### config.mk
export PLATFORM = sky130hd
export DESIGN_NAME = seq_adder_p
export DESIGN_NICKNAME = d
export VERILOG_FILES = /design/src/rtl/seq_adder_pkg.sv /design/src/rtl/seq_adder_p_adder_digit.sv /design/src/rtl/seq_adder_p.sv
export SDC_FILE = /design/constraint.sdc
export NUM_CORES = 1
export LEC_CHECK = 0
export ABC_AREA = 1
export CAP_MARGIN = 0
export CORE_UTILIZATION = 30
export CTS_CLUSTER_SIZE = 30
export DETAILED_ROUTE_END_ITERATION = 6
export PLACE_DENSITY = 0.5
export SLEW_MARGIN = 20
export SYNTH_ARGS = -nofsm -noshare
export SYNTH_HDL_FRONTEND = slang
export SYNTH_SLANG_ARGS = --single-unit
### constraint.sdc
create_clock -name clk -period 8 [get_ports clk]
set_input_delay 1.2 -clock clk [delete_from_list [all_inputs] [get_ports clk]]
set_output_delay 1.2 -clock clk [all_outputs]
set_load 0.02 [all_outputs]
### src/rtl/seq_adder_pkg.sv
// seq_adder_pkg
// Shared definitions for the digit-serial adder/subtractor seq_adder_p:
//   - state_t  : control FSM states (IDLE, RUN, DONE)
//   - width_ok : elaboration-time check that WIDTH splits into whole digits
// No ports (package).
package seq_adder_pkg;

  typedef enum logic [1:0] {
    IDLE = 2'd0,
    RUN  = 2'd1,
    DONE = 2'd2
  } state_t;

  // True when the operand width is an exact, non-zero multiple of the digit.
  function automatic bit width_ok(input int width, input int digit);
    return (digit > 0) && (width >= digit) && ((width % digit) == 0);
  endfunction

endpackage

### src/rtl/seq_adder_p_adder_digit.sv
// adder_digit
// Combinational ripple of DIGIT 1-bit full adders; one digit slice of the
// serial adder.
// Ports:
//   a, b   [DIGIT-1:0] in  : digit operands
//   cin                in  : carry into bit 0
//   sum    [DIGIT-1:0] out : digit sum
//   cout               out : carry out of the top bit
//   c_msb              out : carry into the top bit (used for signed overflow)
module adder_digit #(
  parameter int DIGIT = 4
) (
  input  logic [DIGIT-1:0] a,
  input  logic [DIGIT-1:0] b,
  input  logic             cin,
  output logic [DIGIT-1:0] sum,
  output logic             cout,
  output logic             c_msb
);

  logic [DIGIT:0] c;

  assign c[0] = cin;

  for (genvar gi = 0; gi < DIGIT; gi++) begin : g_fa
    assign sum[gi]  = a[gi] ^ b[gi] ^ c[gi];
    assign c[gi+1]  = (a[gi] & b[gi]) | (c[gi] & (a[gi] ^ b[gi]));
  end

  assign cout  = c[DIGIT];
  assign c_msb = c[DIGIT-1];

endmodule

### src/rtl/seq_adder_p.sv
// seq_adder_p
// Digit-serial adder/subtractor: WIDTH-bit operands, DIGIT bits per clock,
// carry held in a register between digits. Valid/ready on both sides,
// one operation in flight at a time.
// Ports:
//   clk, rst (sync, active-high)
//   in_valid / in_ready    : operand handshake (in_ready only in IDLE)
//   inp1, inp2 [WIDTH-1:0] : operands A, B
//   c_in                   : carry-in, add mode only
//   sub                    : 0 = A+B+c_in, 1 = A-B
//   out_valid / out_ready  : result handshake
//   s_out [WIDTH-1:0]      : sum/difference (modulo 2^WIDTH)
//   c_out                  : carry out of MSB (sub: 1 = no borrow)
//   ovf                    : signed overflow, present only when the
//                            macro SEQ_ADDER_OVF_EN is defined
module seq_adder_p
  import seq_adder_pkg::*;
#(
  parameter int WIDTH = 16,
  parameter int DIGIT = 4
) (
  input  logic             clk,
  input  logic             rst,
  input  logic             in_valid,
  output logic             in_ready,
  input  logic [WIDTH-1:0] inp1,
  input  logic [WIDTH-1:0] inp2,
  input  logic             c_in,
  input  logic             sub,
  output logic             out_valid,
  input  logic             out_ready,
  output logic [WIDTH-1:0] s_out,
  output logic             c_out
`ifdef SEQ_ADDER_OVF_EN
  ,
  output logic             ovf
`endif
);

  localparam int NDIG = WIDTH / DIGIT;
  localparam int CW   = (NDIG > 1) ? $clog2(NDIG) : 1;
  localparam logic [CW-1:0] LAST = CW'(NDIG - 1);

  if (!width_ok(WIDTH, DIGIT)) begin : g_bad_width
    $error("seq_adder_p: WIDTH must be a non-zero multiple of DIGIT");
  end

  state_t           state_q, state_d;
  logic [CW-1:0]    cnt_q, cnt_d;
  logic [WIDTH-1:0] a_q, a_d;
  logic [WIDTH-1:0] b_q, b_d;
  logic             carry_q, carry_d;
  logic [WIDTH-1:0] sum_q, sum_d;
  logic             c_out_q, c_out_d;

  logic [DIGIT-1:0] dig_a, dig_b, dig_sum;
  logic             dig_cout, dig_cmsb;
  int               idx;

  // Bit offset of the digit currently being processed.
  assign idx   = int'(cnt_q) * DIGIT;
  assign dig_a = a_q[idx +: DIGIT];
  assign dig_b = b_q[idx +: DIGIT];

  adder_digit #(.DIGIT(DIGIT)) u_digit (
    .a     (dig_a),
    .b     (dig_b),
    .cin   (carry_q),
    .sum   (dig_sum),
    .cout  (dig_cout),
    .c_msb (dig_cmsb)
  );

`ifdef SEQ_ADDER_OVF_EN
  logic ovf_q, ovf_d;
  assign ovf = ovf_q;
`else
  // Carry-into-MSB only feeds the overflow flag; nothing uses it here.
  logic unused_cmsb;
  assign unused_cmsb = dig_cmsb;
`endif

  assign in_ready  = (state_q == IDLE);
  assign out_valid = (state_q == DONE);
  assign s_out     = sum_q;
  assign c_out     = c_out_q;

  always_comb begin
    state_d = state_q;
    cnt_d   = cnt_q;
    a_d     = a_q;
    b_d     = b_q;
    carry_d = carry_q;
    sum_d   = sum_q;
    c_out_d = c_out_q;
`ifdef SEQ_ADDER_OVF_EN
    ovf_d   = ovf_q;
`endif
    case (state_q)
      IDLE: begin
        if (in_valid) begin
          a_d = inp1;
          // Subtraction as A + ~B + 1; c_in is ignored in that mode.
          b_d     = sub ? ~inp2 : inp2;
          carry_d = sub ? 1'b1 : c_in;
          cnt_d   = '0;
          state_d = RUN;
        end
      end
      RUN: begin
        sum_d[idx +: DIGIT] = dig_sum;
        carry_d             = dig_cout;
        if (cnt_q == LAST) begin
          c_out_d = dig_cout;
`ifdef SEQ_ADDER_OVF_EN
          ovf_d   = dig_cmsb ^ dig_cout;
`endif
          state_d = DONE;
        end else begin
          cnt_d = cnt_q + 1'b1;
        end
      end
      DONE: begin
        if (out_ready) state_d = IDLE;
      end
      default: state_d = IDLE;
    endcase
  end

  always_ff @(posedge clk) begin
    if (rst) begin
      state_q <= IDLE;
      cnt_q   <= '0;
      a_q     <= '0;
      b_q     <= '0;
      carry_q <= 1'b0;
      sum_q   <= '0;
      c_out_q <= 1'b0;
`ifdef SEQ_ADDER_OVF_EN
      ovf_q   <= 1'b0;
`endif
    end else begin
      state_q <= state_d;
      cnt_q   <= cnt_d;
      a_q     <= a_d;
      b_q     <= b_d;
      carry_q <= carry_d;
      sum_q   <= sum_d;
      c_out_q <= c_out_d;
`ifdef SEQ_ADDER_OVF_EN
      ovf_q   <= ovf_d;
`endif
    end
  end

endmodule

## Word level (Yosys, flattened, before mapping)

Cells that the tools add are included.

- Bits in registers: 54
- Input bits: 38
- Output and inout bits: 19
- Word-level logic and storage cells: 60

- $add $sub $neg: 2
- Equality and inequality tests: 7
- Shift-type cells: 4
- Muxes and demuxes: 12
- Bitwise logic cells: 21
- Reductions and logical operators: 7

Operators with widths:

| kind | count |
|---|---|
| $neg A4 Y33 | 1 |
| $shift A4 B33 Y16 const A | 1 |
| $shiftx A4 B33 Y16 | 1 |
| $shiftx A16 B5 Y4 | 2 |
| $bwmux W16 | 1 |
| $mux W16 | 1 |
| $not A16 Y16 | 1 |
| $mux W2 | 5 |
| $and A1 B1 Y1 | 8 |
| $xor A1 B1 Y1 | 8 |
| $ne A2 B2 Y1 const B | 3 |
| $pmux W2 S3 | 1 |
| $reduce_and A2 Y1 | 3 |
| $reduce_and A3 Y1 | 2 |
| $eq A2 B2 Y1 const B | 2 |
| $or A1 B1 Y1 | 4 |
| $pmux W2 S2 | 1 |
| $add A2 B1 Y2 const B | 1 |
| $eq A2 B1 Y1 const B | 1 |
| $logic_not A2 Y1 | 1 |
| $mux W1 | 2 |
| $ne A2 B1 Y1 const B | 1 |
| $pmux W1 S2 | 1 |
| $reduce_bool A2 Y1 | 1 |

## Depth between registers and ports, before layout

Gate-level depths: netlist (run 1).

- Depth in word-level cells: 11
- Gate-level depth with buffers: 16
- Gate-level depth less buffers: 15

## Hierarchy

Synthesis (run 1) repeated with hierarchy kept, for this count alone.

- Cell total of the unflattened synthesis: 359
- Area total of the unflattened synthesis: 2618.8 um^2

Modules (own cells, without submodules):

| module | times used | cells each | area each (um^2) | sequential area each (um^2) |
|---|---|---|---|---|
| seq_adder_p | 1 | 347 | 2508.7 | 1081.0 |
| adder_digit | 1 | 12 | 110.1 | 0.0 |

## Worst setup path after synthesis (run 1)

Ideal clock, no wire load.

- Path type: reg-to-reg
- From: register cnt_q[0]
- To: register sum_q[7], in the netlist s_out[7]
- Setup time: 0.117 ns
- Arrival: 2.734 ns
- Required time: 7.883 ns
- Setup slack: 5.149 ns
- Stages on the path, launching flop included: 16
- Path buffers: 1
- Period minus slack after synthesis: 2.851 ns
- Path through: dfxtp_1 clkbuf_1 o21ai_0 o22ai_1 fa_1 inv_1 fa_1 fa_1 inv_1 fa_1 nand2_1 nor2_1 nand2_1 nand2_1 inv_1 nor2_1

- Cells in the longest elaborated chain, start to end: 11
- Elaborated cells on any way between the ends: 23
- Those cells by class: add/sub: 1; shift: 4; mux: 1; bitwise: 17

Ends and longest elaborated chain:

| what | line | source |
|---|---|---|
| start: declaration | seq_adder_p.sv:49 | `logic [CW-1:0] cnt_q, cnt_d;` |
| start signal: assignment | seq_adder_p.sv:144 | `cnt_q <= cnt_d;` |
| $shiftx A16 B5 Y4 (on tied branches) | seq_adder_p.sv:62, seq_adder_p.sv:63 |  |
| $xor A1 B1 Y1 | seq_adder_p_adder_digit.sv:26, seq_adder_p_adder_digit.sv:27 |  |
| $and A1 B1 Y1 | seq_adder_p_adder_digit.sv:27 | `assign c[gi+1] = (a[gi] & b[gi]) \| (c[gi] & (a[gi] ^ b[gi]));` |
| $or A1 B1 Y1 | seq_adder_p_adder_digit.sv:27 |  |
| $and A1 B1 Y1 | seq_adder_p_adder_digit.sv:27 |  |
| $or A1 B1 Y1 | seq_adder_p_adder_digit.sv:27 |  |
| $and A1 B1 Y1 | seq_adder_p_adder_digit.sv:27 |  |
| $or A1 B1 Y1 | seq_adder_p_adder_digit.sv:27 |  |
| $xor A1 B1 Y1 | seq_adder_p_adder_digit.sv:26 | `assign sum[gi] = a[gi] ^ b[gi] ^ c[gi];` |
| $shiftx A4 B33 Y16 | seq_adder_p.sv:111 | `sum_d[idx +: DIGIT] = dig_sum;` |
| $bwmux W16 (*) | seq_adder_p.sv:111 |  |
| end signal: assignment | seq_adder_p.sv:148 | `sum_q <= sum_d;` |
| end: declaration | seq_adder_p.sv:53 | `logic [WIDTH-1:0] sum_q, sum_d;` |

Every way passes the cells marked *; elsewhere a longest branch is shown, timed or not.
A chain may end at the register's enable or synchronous reset.

## Worst setup path after layout (run 1)

- From: register cnt_q[1]
- To: register sum_q[7], in the netlist s_out[7]

Same word-level chain as after synthesis.

==> impl_metrics.csv, run 1 <==
group,metric,value,unit
die,die_w,96.9,um
grt,grt_start_max_net_pins,47,
sta,setup_violations,0,
cells_and_area,area_growth,25.7,%
sta,period_share,0.410,
sta,rsz0062_at_grt,"false",
clock_tree,clk_pin_slew_worst_paths,0.10,ns
cells_and_area,final_nets,484,
route,via_per_inst,4.39,
placed_design,place_inst,537,
clock_tree,clock_path_buffers,2,
sta,fmax,305,MHz
route,wl_per_cell,10.9,um
grt,grt-ovfl-total,0,
clock_tree,post_cts_resize_count,0,
route,drt-initial-drc-count,37,
power_and_ir_drop,peakVddDrop,0.0000889,V
route,vias,2393,
clock_tree,clk_latency,0.30,ns
route,ant_nets,0,
sta,final-max-slew-violation-count,0,
grt,grt_first_pass_wirelength,10400,um
yosys,netlist_area,2700,um^2
cells_and_area,diodes,0,
setup_path,start_kind,"flop",
status,run_status,"complete, no violations",
clock_tree,cts_tree,"built",
yosys,synthCells,388,
yosys,synth_seq_cells,54,
yosys,synthArstFlopShare,0,
sta,tns,0,ns
die,design.core.area,8720,um^2
die,dieArea,9390,um^2
sta,fin_crit,3.28,ns
die,pin_count,57,
power_and_ir_drop,powerDensity,181,nW/um^2
power_and_ir_drop,power.total,0.615,mW
setup_path,cp_max_fo,12,
yosys,synth-edff-count,0,
cells_and_area,drive_gt1_frac,0.0366,
clock_tree,htreeDepth,2,
placed_design,portBuffers,56,
sta,maxSlewHeadroom,0.394,
route,route.detailed.drc,0,
cells_and_area,final_util,0.390,
setup_path,worst-endpoint-arrival,3.53,ns
cells_and_area,multi_input_area,1380,um^2
route,drtPass1Iterations,4,
yosys,synth_flop_cell,"dfxtp_1",
sta,tightest_slew,0.906,ns
run,maxCapViolCount,0,
cells_and_area,n_fill_cell,932,
clock_tree,root_buffer,"clkbuf_8",
die,start_util,0.310,
placed_design,place_congestion,0.797,
cells_and_area,register_area,1080,um^2
setup_path,r2r_start,"cnt_q[1]",
grt,antenna_found_initial,0,
route,wl,5940,um
die,rows,34,
setup_path,cp-end-kind,"flop",
placed_design,dp_hpwl,4270,um
yosys,yosys_warnings,0,
yosys,syn_nets,436,
sta,hold_viol,0,
yosys,synth_seq_area_share,0.400,
yosys,synth_cell_types,24,
grt,grt_pass1_vias,2321,
setup_path,crit_start,"cnt_q[1]",
sta,skew,0.0113,ns
worst_hold_path,min-delay-start,"a_q[2]",
clock_tree,cts_setup_buffers,0,
worst_hold_path,hold_path.class,"reg -> reg",
clock_tree,cts_buffers,5,
clock_tree,cts_hold_buf,0,
grt,grtUsageTotal,0.134,
cells_and_area,stdcell_count,545,
power_and_ir_drop,power_leakage,1.44,nW
clock_tree,clock_sinks,54,
setup_path,crit_required,8.25,ns
die,die_y,96.9,um
yosys,avgSynthCellArea,6.97,um^2
setup_path,path_class,"reg -> reg",
-- path summary, 6_finish.rpt --
check / end / slack (ns) / cells after the start
max: s_out[7] / 4.72 / 15
max reg2reg: s_out[7] / 4.72 / 15
min: a_q[2] / 0.46 / 2
min reg2reg: a_q[2] / 0.46 / 2
-- cell families (layout without fill, tap and decap cells) --
family                   count (synthesis)  after routing  synth area share
AND/OR/NAND/NOR                        194            194             0.281
XOR/XNOR                                16             16            0.0519
AO/OA/AOI/OAI                           64             64             0.120
adder cells (fa/ha/maj)                 10             10            0.0574
flip-flops                              54             54             0.400
buffers and inverters                   50             99            0.0893
-- layout make-up --
class	count	area share
multi-input cells	284	0.406
clock inverters	1	0.00258
clock buffers	7	0.0284
flip-flops and latches	54	0.318
repair buffers	57	0.167
well taps	108	0.0398
inverters	34	0.0376
-- sequential cells by signal, summed over array words and instances, names as in the netlist --
register  cells
c_out         1
carry_q       1
s_out        16
b_q          16
state_q       2
a_q          16
cnt_q         2
-- power breakdown --
part           total, mW  leakage [nW]  internal (mW)  switching (mW)
logic              0.146         0.944         0.0635          0.0820
clock network      0.170        0.0544         0.0796          0.0908
registers          0.300         0.444          0.288          0.0113
-- per-stage QoR --
stage               hold WS [ns]  setup WS (ns)  instance area (um^2)
detailed placement         0.449           4.67                  3290
floorplan                  0.424           5.15                  2700
global placement           0.450           4.68                  3290
finish                     0.459           4.72                  3400
CTS                        0.465           4.64                  3400
global route               0.501           4.34                  3400
-- cell usage after synthesis, types with 5 or more instances --
cell,count,share of area
a21oi_1,15,0.028
buf_6,6,0.025
clkbuf_1,6,0.0083
dfxtp_1,54,0.40
ha_1,6,0.028
inv_1,31,0.043
nand2_1,73,0.10
nand3_1,5,0.0093
nor2_1,109,0.15
o21ai_0,44,0.081
xnor2_1,16,0.052
-- cell usage in the layout (no fill, tap or decap) --
cell / n
nor2_4: 2
inv_1: 30
nand3_1: 5
o22ai_1: 4
clkinv_4: 1
inv_2: 2
o21ai_1: 1
dfxtp_1: 54
buf_4: 1
clkinv_1: 2
nor2_2: 1
a21oi_1: 15
nor3_1: 2
fa_1: 4
nand2_1: 73
clkbuf_8: 7
clkdlybuf4s50_1: 56
xnor2_1: 16
o21ai_0: 44
nand2_2: 2
ha_1: 6
nor2_1: 109
-- critical path, cell delays in order, from the launching register on --
cell and delay, ns:
dfxtp_1 0.60, clkinv_1 0.43, o21ai_0 0.18, o22ai_1 0.14
fa_1 0.41, inv_1 0.08, fa_1 0.17, fa_1 0.16
inv_1 0.05, fa_1 0.52, nand2_1 0.09, nor2_1 0.14
nand2_1 0.07, nand2_1 0.06, inv_1 0.03, nor2_1 0.07
-- per-layer routing --
layer / up-vias / part of all wire / track usage
met4: 0 / 0.016 / 0.0448
met1: 1055 / 0.48 / 0.156
li1: 1293 / - / -
met3: 6 / 0.031 / 0.0354
met5: - / 0 / 0
met2: 39 / 0.47 / 0.237
Power figures use the tool's default switching activity.
==> inputs of run 2 (changes only) <==
Settings changed: PLACE_DENSITY 0.5 to 0.52.
Clock period 8 ns to 2.9 ns, I/O delays scaled along.
==> run 2 against run 1 <==
Final cell count rose by 1.8%. Sequential power rose to 2.8 times the previous value. Cell area rose by 2.5%. Hold slack improved by 0.0056 ns. Non-clock buffer count rose by 10.
==> impl_metrics.csv, run 2 (synthesis results as in run 1) <==
group,metric,value,unit
power_and_ir_drop,p_sw_frac,0.306,
setup_path,cp_max_fo,7,
sta,tns,0,ns
power_and_ir_drop,peakVddDrop,0.000187,V
route,route.detailed.drc,0,
status,run_status,"complete, no violations",
power_and_ir_drop,powerDensity,478,nW/um^2
route,via_per_inst,4.38,
grt,antenna_found_initial,0,
clock_tree,clock_path_buffers,2,
sta,skew,0.00635,ns
sta,fin_ws,0.177,ns
sta,hold_viol,0,
setup_path,worst-endpoint-arrival,2.93,ns
sta,final-max-slew-violation-count,0,
route,vias,2429,
sta,fmax,367,MHz
placed_design,place_congestion,0.825,
die,design.core.area,8720,um^2
cells_and_area,final_common_cell,"nor2_1",
grt,grtUsageTotal,0.136,
run,maxCapViolCount,0,
setup_path,crit_required,3.11,ns
sta,fin_crit,2.72,ns
grt,grt_start_max_net_pins,33,
power_and_ir_drop,p_clk_frac,0.251,
setup_path,start_kind,"flop",
clock_tree,cts_tree,"built",
sta,rsz0062_at_grt,"false",
route,drtPass1Iterations,4,
die,pin_count,57,
die,die_y,96.9,um
power_and_ir_drop,pwr-share-comb,0.251,
sta,setup_violations,0,
power_and_ir_drop,power_leakage,1.49,nW
die,die_w,96.9,um
route,wl,5870,um
worst_hold_path,hold_path.class,"reg -> reg",
grt,grt-ovfl-total,0,
clock_tree,clk_pin_slew_worst_paths,0.10,ns
power_and_ir_drop,power.switching,0.509,mW
route,wl_per_cell,10.6,um
cells_and_area,drive_gt1_frac,0.0671,
cells_and_area,final_nets,494,
cells_and_area,layout_common_cells,"109 x nor2_1, 73 x nand2_1, 56 x clkdlybuf4s50_1",
sta,fin_hold_ws,0.465,ns
die,rows,34,
sta,maxSlewHeadroom,0.555,
cells_and_area,register_area,1090,um^2
cells_and_area,n_fill_cell,945,
power_and_ir_drop,p_int,1.16,mW
clock_tree,clock_sinks,54,
die,dieArea,9390,um^2
cells_and_area,area_growth,28.9,%
placed_design,portBuffers,56,
route,drt-initial-drc-count,67,
clock_tree,htreeDepth,2,
placed_design,dp_hpwl,4570,um
clock_tree,root_buffer,"clkbuf_8",
grt,grt_pass1_vias,2403,
route,ant_nets,0,
clock_tree,cts_setup_buffers,0,
power_and_ir_drop,p_seq_frac,0.498,
die,start_util,0.310,
setup_path,path_class,"reg -> reg",
sta,period_share,0.939,
grt,grt_first_pass_wirelength,10500,um
placed_design,place_ws,0.0867,ns
setup_path,cp-end-kind,"flop",
sta,tightest_slew,0.667,ns
cells_and_area,multi_input_area,1390,um^2
clock_tree,cts_buffers,5,
cells_and_area,diodes,0,
clock_tree,clk_latency,0.31,ns
==> run 2: changes by cell type in the layout (fill, tap and decap cells not counted), sizes merged <==
cell	delta
clkinvlp	+1
inv	+1
buf	+10
clkbuf	-2
==> run 2: final timing paths <==
| kind | startpoint | endpoint | slack (ns) | cells past startpoint |
|---|---|---|---|---|
| setup / recovery | cnt_q[0] | s_out[7] | 0.18 | 15 |
| hold reg to reg | a_q[2] | a_q[2] | 0.46 | 2 |
| hold / removal | a_q[2] | a_q[2] | 0.46 | 2 |
| setup reg to reg | cnt_q[0] | s_out[7] | 0.18 | 15 |
==> run 2: critical path: stages (launching register included) <==
cell and delay, ns:
dfxtp_2 0.36, inv_2 0.11, nor2_1 0.05, o22ai_1 0.22
fa_2 0.23, inv_1 0.05, fa_1 0.37, fa_1 0.37
inv_1 0.07, fa_1 0.43, nand2_1 0.11, nor2_1 0.06
nand2_1 0.06, nand2_1 0.05, inv_1 0.05, nor2_1 0.03
==> run 2: per-stage QoR <==
stage	instance area [um^2]	utilization	std cells	power (mW)
5_1_grt	3480	0.399	555	1.78
6_report	3480	0.399	555	1.67
3_3_place_gp	3380	0.388	547	1.26
2_1_floorplan	2700	-	388	1.12
4_1_cts	3470	0.398	555	1.69
3_5_place_dp	3380	0.388	547	1.26
==> run 2: repair_timing <==
| item | 4_1_cts | 5_1_grt |
|---|---|---|
| endpoints found under the setup margin | 0 | 6 |
| resized for setup | 0 | 6 |
| hold buffers | 0 | 0 |
==> run 2: power by group through the flow <==
| stage | combinational [mW] | sequential [mW] | clock [mW] |
|---|---|---|---|
| 3_5_place_dp | 0.417 | 0.848 | 0 |
| 4_1_cts | 0.419 | 0.830 | 0.436 |
| 2_1_floorplan | 0.269 | 0.850 | 0 |
| 6_report | 0.417 | 0.830 | 0.419 |
| 5_1_grt | 0.476 | 0.839 | 0.470 |
| 3_3_place_gp | 0.414 | 0.848 | 0 |
==> run 2: metal layers <==
| layer | vias up | global-route usage | routed length (um) |
|---|---|---|---|
| li1 | 1316 | - | - |
| met1 | 1059 | 0.162 | 2750 |
| met2 | 46 | 0.237 | 2780 |
| met3 | 8 | 0.0311 | 225 |
| met4 | 0 | 0.0494 | 111 |
| met5 | - | 0 | 0 |
==> run 2: final cells by class <==
cell class / instances / area share
clock inverter: 3 / 0.00611
tap: 108 / 0.0388
inverter: 34 / 0.0366
timing repair buffer: 67 / 0.188
sequential: 54 / 0.312
multi-input combinational: 284 / 0.399
clock buffer: 5 / 0.0198
